### src/rtl/uart_pkg.sv
// Shared types for the UART receiver: FSM state encoding and parity mode selectors.
package uart_pkg;

    typedef enum logic [2:0] {
        StIdle,
        StStart,
        StData,
        StParity,
        StStop,
        StWaitIdle
    } rx_state_e;

    localparam int unsigned ParityNone = 0;
    localparam int unsigned ParityEven = 1;
    localparam int unsigned ParityOdd  = 2;

endpackage

### src/rtl/sync_2ff.sv
// Two-flop synchroniser for a single asynchronous input bit.
module sync_2ff #(
    parameter logic ResetVal = 1'b1
) (
    input  logic clk_i,
    input  logic rst_ni,
    input  logic d_i,
    output logic q_o
);

    logic meta_q;
    logic sync_q;

    always_ff @(posedge clk_i or negedge rst_ni) begin
        if (!rst_ni) begin
            meta_q <= ResetVal;
            sync_q <= ResetVal;
        end else begin
            meta_q <= d_i;
            sync_q <= meta_q;
        end
    end

    assign q_o = sync_q;

endmodule

### src/rtl/uart_rx_match.sv
// UART receiver with optional parity; drives LEDs showing whether the last good word
// equals MATCH_VALUE.
module uart_rx_match
    import uart_pkg::*;
#(
    parameter int unsigned          CLKS_PER_BIT = 434,
    parameter int unsigned          DATA_BITS    = 8,
    parameter int unsigned          PARITY_MODE  = ParityNone,
    parameter logic [DATA_BITS-1:0] MATCH_VALUE  = DATA_BITS'('h61)
) (
    input  logic                 i_clk,
    input  logic                 i_rst_n,
    input  logic                 i_rx_serial,
    output logic [DATA_BITS-1:0] o_rx_data,
    output logic                 o_rx_valid,
    output logic                 o_parity_err,
    output logic                 o_frame_err,
    output logic                 o_led_match,
    output logic                 o_led_nomatch
);

    localparam int unsigned CntW = $clog2(CLKS_PER_BIT);
    localparam int unsigned BitW = 4;

    localparam logic [CntW-1:0] CntMax  = CntW'(CLKS_PER_BIT - 1);
    localparam logic [CntW-1:0] CntHalf = CntW'((CLKS_PER_BIT - 1) / 2);
    localparam logic [BitW-1:0] LastBit = BitW'(DATA_BITS - 1);
    localparam logic            OddPar  = (PARITY_MODE == ParityOdd);

    logic                 rx_sync;
    rx_state_e            state_q;
    logic [CntW-1:0]      cnt_q;
    logic [BitW-1:0]      bit_q;
    logic [DATA_BITS-1:0] shreg_q;
    logic                 par_bad_q;
    logic [DATA_BITS-1:0] data_q;
    logic                 valid_q;
    logic                 perr_q;
    logic                 ferr_q;
    logic                 match_q;

    sync_2ff #(
        .ResetVal(1'b1)
    ) u_sync (
        .clk_i (i_clk),
        .rst_ni(i_rst_n),
        .d_i   (i_rx_serial),
        .q_o   (rx_sync)
    );

    always_ff @(posedge i_clk or negedge i_rst_n) begin
        if (!i_rst_n) begin
            state_q   <= StIdle;
            cnt_q     <= '0;
            bit_q     <= '0;
            shreg_q   <= '0;
            par_bad_q <= 1'b0;
            data_q    <= '0;
            valid_q   <= 1'b0;
            perr_q    <= 1'b0;
            ferr_q    <= 1'b0;
            match_q   <= 1'b0;
        end else begin
            valid_q <= 1'b0;
            perr_q  <= 1'b0;
            ferr_q  <= 1'b0;
            unique case (state_q)
                StIdle: begin
                    cnt_q <= '0;
                    if (!rx_sync) begin
                        bit_q     <= '0;
                        par_bad_q <= 1'b0;
                        state_q   <= StStart;
                    end
                end
                StStart: begin
                    // Mid-bit recheck rejects short glitches before committing to a frame.
                    if (cnt_q == CntHalf) begin
                        cnt_q   <= '0;
                        state_q <= rx_sync ? StIdle : StData;
                    end else begin
                        cnt_q <= cnt_q + CntW'(1);
                    end
                end
                StData: begin
                    if (cnt_q == CntMax) begin
                        cnt_q   <= '0;
                        shreg_q <= {rx_sync, shreg_q[DATA_BITS-1:1]};
                        bit_q   <= bit_q + BitW'(1);
                        if (bit_q == LastBit) begin
                            state_q <= (PARITY_MODE != ParityNone) ? StParity : StStop;
                        end
                    end else begin
                        cnt_q <= cnt_q + CntW'(1);
                    end
                end
                StParity: begin
                    if (cnt_q == CntMax) begin
                        cnt_q     <= '0;
                        par_bad_q <= ((^shreg_q) ^ rx_sync) != OddPar;
                        state_q   <= StStop;
                    end else begin
                        cnt_q <= cnt_q + CntW'(1);
                    end
                end
                StStop: begin
                    if (cnt_q == CntMax) begin
                        cnt_q <= '0;
                        if (!rx_sync) begin
                            ferr_q  <= 1'b1;
                            state_q <= StWaitIdle;
                        end else if (par_bad_q) begin
                            perr_q  <= 1'b1;
                            state_q <= StIdle;
                        end else begin
                            valid_q <= 1'b1;
                            data_q  <= shreg_q;
                            match_q <= (shreg_q == MATCH_VALUE);
                            state_q <= StIdle;
                        end
                    end else begin
                        cnt_q <= cnt_q + CntW'(1);
                    end
                end
                StWaitIdle: begin
                    // A held-low line (break) must not be mistaken for a new start bit.
                    if (rx_sync) begin
                        state_q <= StIdle;
                    end
                end
                default: state_q <= StIdle;
            endcase
        end
    end

    assign o_rx_data     = data_q;
    assign o_rx_valid    = valid_q;
    assign o_parity_err  = perr_q;
    assign o_frame_err   = ferr_q;
    assign o_led_match   = match_q;
    assign o_led_nomatch = ~match_q;

endmodule

### config.mk
export PLATFORM = sky130hd
export DESIGN_NAME = uart_rx_match
export DESIGN_NICKNAME = d
export VERILOG_FILES = /design/src/rtl/uart_pkg.sv /design/src/rtl/sync_2ff.sv /design/src/rtl/uart_rx_match.sv
export SDC_FILE = /design/constraint.sdc
export NUM_CORES = 1
export LEC_CHECK = 0
export ABC_CLOCK_PERIOD_IN_PS = 4270
export BUFFER_PORTS_ARGS = -buffer_cell sky130_fd_sc_hd__buf_4
export CELL_PAD_IN_SITES_DETAIL_PLACEMENT = 1
export CELL_PAD_IN_SITES_GLOBAL_PLACEMENT = 1
export CORE_MARGIN = 10
export CORE_UTILIZATION = 50
export DETAILED_ROUTE_END_ITERATION = 10
export PLACE_DENSITY_LB_ADDON = 0.1
export SLEW_MARGIN = 30
export SYNTH_ARGS = -nofsm -noshare
export SYNTH_HDL_FRONTEND = slang
export SYNTH_HIERARCHICAL = 1
export SYNTH_SLANG_ARGS = --single-unit
export TNS_END_PERCENT = 100
### constraint.sdc
create_clock -name i_clk -period 4.27 [get_ports i_clk]
set_input_delay 0.427 -clock i_clk [delete_from_list [all_inputs] [get_ports i_clk]]
set_output_delay 0.427 -clock i_clk [all_outputs]
set_load 0.005 [all_outputs]
Word-level counts from Yosys, hierarchy flattened
Index checks and enable logic that the tools add are counted.
Storage, ports and cells
  register bits after elaboration: 39
  latch bits: 0
  RAM bits: 0
  memory bits (read-only): 0
  input port bits: 3
  output and inout port bits: 13
  memories kept: 0
Operators by class
  add/subtract/negate cells: 2
  multipliers: 0
  divide/modulo/power cells: 0
  $lt $le $gt $ge: 0
  equality and inequality tests: 16
  shift operators: 0
  muxes and demuxes: 30
  bitwise operators: 3
  reductions and logical operators: 11
Operator list (number)
  9-bit case mux with 3 select lines: 1
  3-bit two-way mux: 8
  9-bit two-way mux: 2
  3-bit case mux with 6 select lines: 1
  1-bit two-way mux: 13
  2-bit inequality test (second input constant): 6
  9-bit by 1-bit adder with 9-bit output (second input constant): 1
  9-bit by 8-bit equality test with 1-bit output (second input constant): 1
  9-bit equality test (second input constant): 1
  8-bit by 7-bit equality test with 1-bit output (second input constant): 1
  4-bit two-way mux: 2
  4-bit case mux with 2 select lines: 1
  8-bit XOR reduction: 1
  7-bit AND reduction: 1
  3-bit by 2-bit equality test with 1-bit output (second input constant): 2
  3-bit equality test (second input constant): 2
  3-bit AND reduction: 2
  4-bit by 1-bit adder with 4-bit output (second input constant): 1
  4-bit by 3-bit equality test with 1-bit output (second input constant): 1
  4-bit AND reduction: 1
  2-bit nonzero test: 2
  3-bit by 1-bit equality test with 1-bit output (second input constant): 1
  3-bit zero test: 1
  3-bit nonzero test: 1
  7 further kinds: 8

Logic depth before layout (Yosys ltp)
Gate-level depths: netlist (run 1).
  depth in word-level cells: 4
  depth in mapped cells: 9
  depth with buffers taken out: 6

By module
Netlist (run 1), hierarchy kept.
Modules (own cells, without submodules)
  uart_rx_match: times used 1, cells each 197, area each 1938.1 um^2, sequential area each 925.9 um^2
  sync_2ff: times used 1, cells each 2, area each 52.6 um^2, sequential area each 52.6 um^2

Worst setup path after synthesis (run 1)
OpenSTA, ideal clock, no wires.
  kind: register -> register
  start point: register cnt_q[0]
  end point: register cnt_q[1]
  library setup time: 0.121 ns
  data arrival time: 1.851 ns
  data required time: 4.149 ns
  setup slack: 2.298 ns
  cell stages (with the launch flop): 7
  path buffers: 0
  period minus slack after synthesis: 1.972 ns
  path through: dfrtp_1 > inv_1 > ha_1 > or4b_4 > o311a_4 > or2_1 > a22o_1
On the way
  word-level cells in the longest chain between the ends: 3
  elaborated cells on any way between the ends: 6
  those cells by class: add/sub: 1; eq/ne: 2; mux: 3
Ends and longest elaborated chain
  start, declared: line uart_rx_match.sv:32  | logic [CntW-1:0] cnt_q;
  start signal, assigned: line uart_rx_match.sv:82  | cnt_q <= cnt_q + CntW'(1);
  start signal, assigned: line uart_rx_match.sv:94  | cnt_q <= cnt_q + CntW'(1);
  start signal, assigned: line uart_rx_match.sv:103  | cnt_q <= cnt_q + CntW'(1);
  9-bit by 1-bit adder with 9-bit output, or another cell as far along
  9-bit two-way mux, on equally long branches
  9-bit case mux with 3 select lines (*): line uart_rx_match.sv:67  | unique case (state_q)
Mark *: on every way between the ends. The rest lies on a longest branch, timed or not.
A chain may end at the register's enable or synchronous reset.

Worst setup path after layout (run 1)
  start point: register cnt_q[1]
  end point: register data_q[0] (netlist: o_rx_data[0])
On the way
  word-level cells in the longest chain between the ends: 2
Ends and longest elaborated chain
  9-bit equality test: line uart_rx_match.sv:107  | if (cnt_q == CntMax) begin
  4-bit AND reduction (no source line)
  end signal, assigned: line uart_rx_match.sv:117  | data_q <= shreg_q;
  end, declared: line uart_rx_match.sv:36  | logic [DATA_BITS-1:0] data_q;
Every way passes these cells.

==> results of run 1 <==
registers in the layout, indices dropped and copies added, names as in the netlist:
| register | flops |
|---|---|
| state_q | 3 |
| bit_q | 4 |
| u_sync/q_o | 1 |
| par_bad_q | 1 |
| o_rx_valid | 1 |
| o_parity_err | 1 |
| o_rx_data | 8 |
| o_frame_err | 1 |
| o_led_match | 1 |
| shreg_q | 8 |
| u_sync/meta_q | 1 |
| cnt_q | 9 |
cell type report:
class	instances	area [µm²]	share of cell area [%]
clock inverters	3	15.01	0.6838
repair buffers	15	112.6	5.128
flip-flops and latches	39	978.4	44.56
inverters	11	41.29	1.880
clock buffers	5	68.82	3.134
well taps	48	60.06	2.735
multi-input cells	138	919.6	41.88
cell usage in the layout, fill, tap and decap left out, types with 2 or more instances in the layout:
| cell type | n |
|---|---|
| o211ai_1 | 3 |
| and4_1 | 2 |
| dfrtp_1 | 37 |
| nor2_1 | 4 |
| dfstp_2 | 2 |
| buf_4 | 15 |
| ha_1 | 8 |
| nand2_1 | 33 |
| a21oi_1 | 3 |
| clkinv_2 | 3 |
| and2b_1 | 2 |
| clkbuf_8 | 5 |
| o21ai_1 | 2 |
| mux2i_1 | 2 |
| a21o_1 | 2 |
| o22ai_1 | 3 |
| nor2b_1 | 4 |
| xnor2_1 | 4 |
| nor4_1 | 4 |
| inv_1 | 11 |
| o31a_1 | 2 |
| nor3_1 | 7 |
| a22o_1 | 2 |
| nand4_1 | 4 |
| mux2_2 | 5 |
| mux2_1 | 2 |
| o21a_1 | 2 |
| nand3_1 | 6 |
| o21ai_0 | 20 |
through the flow:
step / utilization [%] / hold slack [ns] / std cells / setup slack, ns
2_1_floorplan: - / 0.1314 / 199 / 2.298
3_3_place_gp: 56.42 / 0.3503 / 251 / 2.203
3_5_place_dp: 56.42 / 0.3538 / 251 / 2.146
4_1_cts: 58.66 / 0.1157 / 259 / 2.095
5_1_grt: 58.66 / 0.1268 / 259 / 1.891
6_report: 58.66 / 0.1008 / 259 / 2.099
critical path, delay by kind of cell (launching register included):
| kind | cells | cell delay [ns] |
|---|---|---|
| flip-flops | 1 | 0.42 |
| adder cells (fa/ha/maj) | 1 | 0.17 |
| buffers and inverters | 1 | 0.09 |
| AND/OR/NAND/NOR | 2 | 0.91 |
| multiplexers | 1 | 0.46 |
layer usage:
| layer | vias up | GRT usage [%] |
|---|---|---|
| li1 | 725 | - |
| met2 | 20 | 20.39 |
| met4 | 0 | 3.692 |
| met1 | 756 | 20.02 |
| met3 | 4 | 3.418 |
| met5 | - | 0 |
Yosys cell counts, drive strengths merged:
| cell | n |
|---|---|
| dfrtp | 37 |
| nand2 | 33 |
| o21ai | 22 |
| inv | 11 |
| ha | 8 |
| clkbuf | 7 |
| mux2 | 7 |
| nor3 | 7 |
| nand3 | 6 |
| nor2 | 5 |
| buf | 4 |
| nand4 | 4 |
| nor2b | 4 |
| nor4 | 4 |
| xnor2 | 4 |
| a21oi | 3 |
| o211ai | 3 |
| o22ai | 3 |
| a21o | 2 |
| a22o | 2 |
| and2b | 2 |
| and4 | 2 |
| dfstp | 2 |
| mux2i | 2 |
| o21a | 2 |
| o31a | 2 |
| a2bb2oi | 1 |
| a31oi | 1 |
| a41o | 1 |
| and3 | 1 |
| nor3b | 1 |
| nor4b | 1 |
| nor4bb | 1 |
| o311a | 1 |
| o41ai | 1 |
| or2 | 1 |
| or4b | 1 |
power breakdown:
group / switching (W) / internal [W]
Clock: 0.000127 / 0.000112
Sequential: 0.00000159 / 0.000371
Combinational: 0.00000803 / 0.00000195
Total: 0.000137 / 0.000485
path summary, 6_finish.rpt:
path | from | end | slack (ns) | cells past startpoint
max | cnt_q[1] | o_rx_data[0] | 2.10 | 5
min | i_rst_n | cnt_q[8] | 0.10 | 1
max reg2reg | cnt_q[1] | o_rx_data[0] | 2.10 | 5
min reg2reg | u_sync/meta_q | u_sync/q_o | 0.37 | 0
max in group asynchronous | i_rst_n | u_sync/q_o | 3.81 | 1
min in group i_clk | i_rx_serial | u_sync/meta_q | 0.25 | 1
cell families after synthesis:
group | after synthesis | share of synthesized area (%)
DFF | 39 | 49.15
xor gates and xnor gates | 4 | 1.760
muxes | 9 | 4.965
AOI/OAI and AO/OA | 44 | 15.08
adders and majority gates | 8 | 5.028
and+or+nand+nor | 73 | 19.36
buffers and inverters | 22 | 4.651
==> reports/metrics.cfg, run 1 <==
[timing]
slew_violations = 0
final.setup.tns_ns = 0
worst_pin_slew_ns = 0.5669
rsz0062_at_grt = no
fin_crit_sh_pct = 50.85
final.min_clock_period_ns = 2.171
setup_viol = 0
slew_headroom_pct = 62.09
max_freq_mhz = 460.6
fin_skew_ns = 0.006610
hold_viol_final = 0

[cts]
cts_tree = built
ctsLongestPathBuffers = 2
path_clk_slew_ns = 0.08
numCtsBuffers = 5
cts_setup_buffers = 0
root_buffer = clkbuf_8
cts_resized = 0
cts_hold_buf = 0
insertion_delay_ns = 0.29
clkSinkCount = 39
cts_htree_levels = 2

[route]
routed_wl_um = 4478
viasPerCell = 5.811
drtIter0Drc = 77
highest_layer = met4
dr_wl_met2_um = 1964
met1_length_um = 2368
ant_nets = 0
drt-wirelength-per-cell_um = 17.29
wl_met3_um = 113
detail_route.first_pass.iterations = 4
vias = 1505
drc_errors = 0

[synth]
synth_top_area_share_pct = 46.51
synth-seq-area-share_pct = 49.15
ys_warn_count = 6
synth_area_per_cell_um2 = 10.00
syn-num-nets = 210
synth.area.top_cells = dfrtp_1 (47%), nand2_1 (6.2%), ha_1 (5.0%)
syn-cell-area_um2 = 1991
yosys.area.top_type = dfrtp_1
synth_cell_types = 42
synth_seq_cells = 39
syn_inst = 199

[final_layout]
n_antenna_cell = 0
final_area_um2 = 2196
num-nets-final = 221
syn2layout_area_growth_pct = 10.31
drive_gt1_share_pct = 17.06
fillers = 441

[critical_path]
start_kind = flop
arrival_ns = 2.34
crit_chain = inv_1 > ha_1 > and4_1 > nand4_1 > mux2_2
crit_required_ns = 4.44
crit_path_end_kind = flop
max_stage_delay_ns = 0.51
worst_path_max_delay_cell = nand4_1
worstSetupPathType = flop to flop
cp_max_fo = 15

[placed_design]
dp_hpwl_um = 3291
numPortBuffers = 15
place_congestion = 0.8277
placed_cell_area_um2 = 2112

[pwr]
finalPower_w = 0.0006215
power_per_cell_area_nw_per_um2 = 283.0
p_leak_nw = 1.003
ir_drop_mv = 0.2025

[outcome]
outcome = finished, final reports clean

[global_route]
antenna_found_initial = 0
grt_max_degree = 40
grt.overflow.total = 0
grt_pass1_vias = 1584
grt_usage_pct = 14.03
grt_pass1_wl_um = 8355

[floorplanning]
initial_core_util_pct = 53.18
ioPinCount = 16
dieWidth_um = 83.10
die_h_um = 83.10
die_area_um2 = 6905
fp.coreArea_um2 = 3744
rows = 22

[job]
drv_cap = 0

[hold_path]
hold_path_class = input port to async pin

Note: power is estimated with default switching activity, not from simulation.
==> inputs of run 2 (changes only) <==
Settings changed: ABC_CLOCK_PERIOD_IN_PS 4270 to 2210, CORE_UTILIZATION 50 to 46.
Clock period 4.27 ns to 2.21 ns, I/O delays scaled along.
==> run 2 against run 1 <==
Cell area grew 3.2%; sequential share of layout area is 1.4 points lower; global-route usage up 0.36 points; fmax grew 2.2%; sequential power increased by 94%; clock skew rose by 0.0011 ns; register-to-register slack got worse by 2.0 ns; hold slack worse by 0.058 ns; critical path depth rose by 1; largest power group unchanged.
==> reports/metrics.cfg, run 2 (synthesis results as in run 1) <==
[outcome]
outcome = finished, final reports clean

[floorplanning]
dieWidth_um = 85.79  ; +3.2%
rows = 23  ; +4.5%
die_h_um = 85.79  ; +3.2%
die_area_um2 = 7359  ; +6.6%
fp.coreArea_um2 = 4086  ; +9.2%
ioPinCount = 16  ; unchanged
initial_core_util_pct = 48.71  ; -4.5 points

[cts]
ctsLongestPathBuffers = 2  ; unchanged
numCtsBuffers = 5  ; unchanged
insertion_delay_ns = 0.29  ; about the same
root_buffer = clkbuf_8
clkSinkCount = 39  ; unchanged
cts_htree_levels = 2  ; unchanged
cts_setup_buffers = 0  ; unchanged
path_clk_slew_ns = 0.07  ; about the same
cts_tree = built

[global_route]
grt_max_degree = 40  ; unchanged
grt_usage_pct = 14.39  ; +0.36 points
grt.overflow.total = 0  ; unchanged
antenna_found_initial = 0  ; unchanged
grt_pass1_wl_um = 8700  ; +4.1%
grt_pass1_vias = 1724  ; +8.8%

[route]
drtIter0Drc = 85  ; +10%
ant_nets = 0  ; unchanged
viasPerCell = 5.733  ; -1.3%
detail_route.first_pass.iterations = 4  ; unchanged
drt-wirelength-per-cell_um = 18.10  ; +4.7%
vias = 1548  ; +2.9%
drc_errors = 0  ; unchanged
routed_wl_um = 4887  ; +9.1%

[final_layout]
final_area_um2 = 2266  ; +3.2%
final_cells = 270  ; +4.2%
largest_reg_flops = 9  ; unchanged
drive_gt1_share_pct = 19.55  ; +2.5 points
final_common_cell = dfrtp_1
num-nets-final = 230  ; +4.1%
n_antenna_cell = 0  ; unchanged
mostFrequentLayoutCells = dfrtp_1 (37), nand2_1 (33), buf_4 (23), o21ai_0 (20), inv_1 (10)
syn2layout_area_growth_pct = 13.83
top_register = cnt_q

[critical_path]
arrival_ns = 2.30  ; -0.04 ns
worstSetupPathType = flop to flop
crit_required_ns = 2.38  ; -2.06 ns
crit_path_end_kind = flop
cp_max_fo = 9  ; -6
start_kind = flop

[timing]
rsz0062_at_grt = no
slew_violations = 0  ; unchanged
hold_viol_final = 0  ; unchanged
final.min_clock_period_ns = 2.125  ; -0.04606 ns
setup_viol = 0  ; unchanged
final.setup.tns_ns = 0  ; unchanged
slew_headroom_pct = 64.26  ; +2.2 points
fin_skew_ns = 0.007718  ; +0.001108 ns
worst_pin_slew_ns = 0.5338  ; -0.03307 ns
max_freq_mhz = 470.6  ; +2.2%
setup_ws_ns = 0.08497  ; -2.014 ns
fin_crit_sh_pct = 96.16  ; +45 points

[placed_design]
placed_cell_area_um2 = 2175  ; +3.0%
numPortBuffers = 15  ; unchanged
place_congestion = 0.8492  ; +2.6%
placed_cells = 261  ; +4.0%
dp_hpwl_um = 3690  ; +12%
place_ws_ns = 0.08595  ; -2.060 ns

[pwr]
power_per_cell_area_nw_per_um2 = 531.1  ; +88%
p_leak_nw = 1.041  ; +3.9%
ir_drop_mv = 0.4081  ; +100%
swShare_pct = 21.64  ; -0.39 points
clkPwrFrac_pct = 38.5  ; about the same
p_comb_share_pct = 1.7  ; about the same
seq_power_share_pct = 59.8  ; about the same
p_int_w = 0.0009431  ; +95%
finalPower_w = 0.001204  ; +94%
p_sw_w = 0.0002605  ; +90%

[hold_path]
hold_path_class = input port to flop

[job]
drv_cap = 0  ; unchanged

## run 2: cell count changes in the layout (fill, tap and decap cells not counted), sizes merged
cell / before / now
clkinv: 3 / 1
buf: 15 / 23
clkbuf: 5 / 7
dlygate4sd3: 0 / 1
## run 2: critical path, stage by stage (launching register included)
cell	delay, ns
dfrtp_1	0.43
inv_2	0.10
ha_1	0.14
or4b_4	0.45
o311a_4	0.37
or2_1	0.27
a22o_1	0.25
## run 2: layout make-up
type	instances	area [µm²]
Clock buffer	7	76.32
Sequential cell	39	978.4
Multi-Input combinational cell	138	919.6
Timing Repair Buffer	24	182.7
Tap cell	50	62.56
Clock inverter	1	5.005
Inverter	11	41.29
Fill cell	481	1821
## run 2: per-stage QoR
stage / hold slack [ns] / utilization [%]
global route: 0.03367 / 55.45
floorplan: -0.07459 / -
global placement: 0.2172 / 53.21
finish: 0.04264 / 55.45
detailed placement: 0.2255 / 53.21
CTS: 0.03623 / 55.45
## run 2: final timing paths
check                              start            end  slack, ns  cells past startpoint
setup / recovery                cnt_q[0]       cnt_q[1]       0.08                      6
hold / removal               i_rx_serial  u_sync/meta_q       0.04                      1
setup reg to reg                cnt_q[0]       cnt_q[1]       0.08                      6
hold reg to reg            u_sync/meta_q     u_sync/q_o       0.36                      0
max in group asynchronous        i_rst_n  u_sync/meta_q       1.39                      2
min in group asynchronous        i_rst_n     shreg_q[3]       0.45                      2
## run 2: power by group through the flow
stage	sequential, W	clock (W)	combinational (W)
3_3_place_gp	0.000733	0	0.0000198
4_1_cts	0.000720	0.000471	0.0000220
6_report	0.000720	0.000463	0.0000208
2_1_floorplan	0.000731	0	0.00000467
5_1_grt	0.000720	0.000501	0.0000249
3_5_place_dp	0.000733	0	0.0000207
## run 2: what timing repair did
| item | 4_1_cts | 5_1_grt |
|---|---|---|
| hold endpoints to repair | 37 | 0 |
| hold buffers | 1 | 0 |
| gates resized for setup | 0 | 1 |
| endpoints found under the setup margin | 0 | 2 |
## run 2: layer usage
metal | vias up | routed length, µm | track usage (%) | part of all wire [%]
li1 | 740 | - | - | -
met1 | 777 | 2320 | 18.45 | 47
met2 | 22 | 2355 | 23.16 | 48
met3 | 9 | 136 | 3.500 | 2.8
met4 | 0 | 74 | 4.641 | 1.5
met5 | - | 0 | 0 | 0
==> inputs of run 3 (changes only) <==
Settings changed: CORE_MARGIN 10 to 8.
==> run 3 against run 2 <==
Global-route usage increased by 0.093 points; via count is 2.9% lower; combinational power barely moved; register-to-register slack hardly changed; first-iteration DRC count decreased by 46%; fmax shrank 0.62%; flip-flop and latch count stayed put; sequential power about the same; die area shrank 9.1%; clock power increased by 12%; power up 4.5%; hold slack got worse by 0.010 ns; critical endpoint unchanged.
==> reports/metrics.cfg, run 3 (synthesis results as in run 1) <==
[outcome]
outcome = finished, final reports clean

[floorplanning]
fp.coreArea_um2 = 4264  ; +4.3%
initial_core_util_pct = 46.68  ; -2.0 points
die_area_um2 = 6689  ; -9.1%
rows = 24  ; +4.3%
dieWidth_um = 81.79  ; -4.7%
die_h_um = 81.79  ; -4.7%
ioPinCount = 16  ; unchanged

[cts]
cts_tree = built
cts_resized = 0  ; unchanged
cts_htree_levels = 2  ; unchanged
path_clk_slew_ns = 0.08  ; about the same
clkSinkCount = 39  ; unchanged
numCtsBuffers = 5  ; unchanged
insertion_delay_ns = 0.30  ; about the same
root_buffer = clkbuf_8
ctsLongestPathBuffers = 2  ; unchanged

[timing]
hold_viol_final = 0  ; unchanged
max_freq_mhz = 467.7  ; -0.62%
final.min_clock_period_ns = 2.138  ; +0.01329 ns
fin_skew_ns = 0.008889  ; +0.001171 ns
worst_pin_slew_ns = 0.4932  ; -0.04065 ns
slew_violations = 0  ; unchanged
rsz0062_at_grt = no
final.setup.tns_ns = 0  ; unchanged
slew_headroom_pct = 67.12  ; +2.9 points
setup_ws_ns = 0.07169  ; -0.01329 ns
setup_viol = 0  ; unchanged
fin_crit_sh_pct = 96.76  ; +0.60 points

[final_layout]
final_cells = 269  ; -0.37%
largest_reg_flops = 9  ; unchanged
syn2layout_area_growth_pct = 13.70
mostFrequentLayoutCells = dfrtp_1 (37), nand2_1 (33), o21ai_0 (20), buf_4 (20), inv_1 (11)
top_register = cnt_q
drive_gt1_share_pct = 18.89  ; -0.65 points
post-route-util_pct = 53.08  ; -2.4 points
final_common_cell = dfrtp_1
n_antenna_cell = 0  ; unchanged
num-nets-final = 227  ; -1.3%
final_area_um2 = 2263  ; -0.11%

[global_route]
use_met2_pct = 21.86  ; -1.3 points
antenna_found_initial = 0  ; unchanged
grt_use_met1_pct = 18.90  ; +0.45 points
grt_pass1_wl_um = 7424  ; -15%
grt.met3_usage_pct = 4.376  ; +0.88 points
grt_max_degree = 40  ; unchanged
grt_usage_pct = 14.48  ; +0.093 points
grt-busiest-layer = met2
grt_pass1_vias = 1497  ; -13%
grt.overflow.total = 0  ; unchanged

[critical_path]
crit_path_end_kind = flop
arrival_ns = 2.32  ; +0.02 ns
crit_required_ns = 2.39  ; about the same
worstSetupPathType = flop to flop
cp_max_fo = 9  ; unchanged
start_kind = flop

[placed_design]
place_ws_ns = 0.08524  ; -0.0007101 ns
placed_cell_area_um2 = 2155  ; -0.92%
place_congestion = 0.8204  ; -3.4%
numPortBuffers = 15  ; unchanged
placed_cells = 260  ; -0.38%
dp_hpwl_um = 3268  ; -11%

[pwr]
p_leak_nw = 1.031  ; -0.98%
power_per_cell_area_nw_per_um2 = 555.9  ; +4.7%
ir_drop_mv = 0.4135  ; +1.3%

[route]
drt-wirelength-per-cell_um = 16.26  ; -10%
vias = 1503  ; -2.9%
drtIter0Drc = 46  ; -46%
drc_errors = 0  ; unchanged
detail_route.first_pass.iterations = 4  ; unchanged
routed_wl_um = 4375  ; -10%
viasPerCell = 5.587  ; -2.5%
ant_nets = 0  ; unchanged

[hold_path]
hold_path_class = input port to flop

[job]
drv_cap = 0  ; unchanged

-- run 3: power breakdown --
part	total (W)	switching (W)	internal, W
clock network	0.000518	0.000264	0.000255
logic	0.0000207	0.0000157	0.00000492
registers	0.000719	0.00000274	0.000716
-- run 3: cell type report --
class                   count  area [µm²]
multi-input cells         138       919.6
clock inverters             2       16.27
flip-flops and latches     39       978.4
well taps                  52       65.06
clock buffers               6       82.58
inverters                  11       41.29
repair buffers             21       160.2
fillers                   484        2001
-- run 3: path summary, 6_finish.rpt --
kind                            slack, ns            end  cells after the start           from
worst max-delay path                 0.07       cnt_q[1]                      6       cnt_q[0]
worst min-delay path                 0.03  u_sync/meta_q                      1    i_rx_serial
worst max register to register       0.07       cnt_q[1]                      6       cnt_q[0]
worst min register to register       0.36     u_sync/q_o                      0  u_sync/meta_q
max in group asynchronous            1.41     u_sync/q_o                      2        i_rst_n
min in group asynchronous            0.42     shreg_q[2]                      2        i_rst_n
-- run 3: critical path, stage by stage, from the launching register on --
cell	delay [ns]
dfrtp_1	0.42
inv_1	0.13
ha_1	0.16
or4b_4	0.45
o311a_4	0.36
or2_1	0.25
a22o_1	0.25
-- run 3: metrics by stage --
step	total power, W	hold WS [ns]
final	0.001258	0.03240
after global routing	0.001322	0.007012
after CTS	0.001279	0.01893
after detailed placement	0.0007543	0.2294
after global placement	0.0007528	0.2146
after floorplan	0.0007355	-0.07459
-- run 3: what timing repair did --
item,4_1_cts,5_1_grt
setup buffers,0,0
hold endpoints to repair,37,0
hold buffers,1,0
-- run 3: layer usage --
layer | routed length, µm | vias up
met3 | 171 | 6
met2 | 2029 | 21
met4 | 68 | 0
li1 | - | 733
met5 | 0 | -
met1 | 2107 | 743
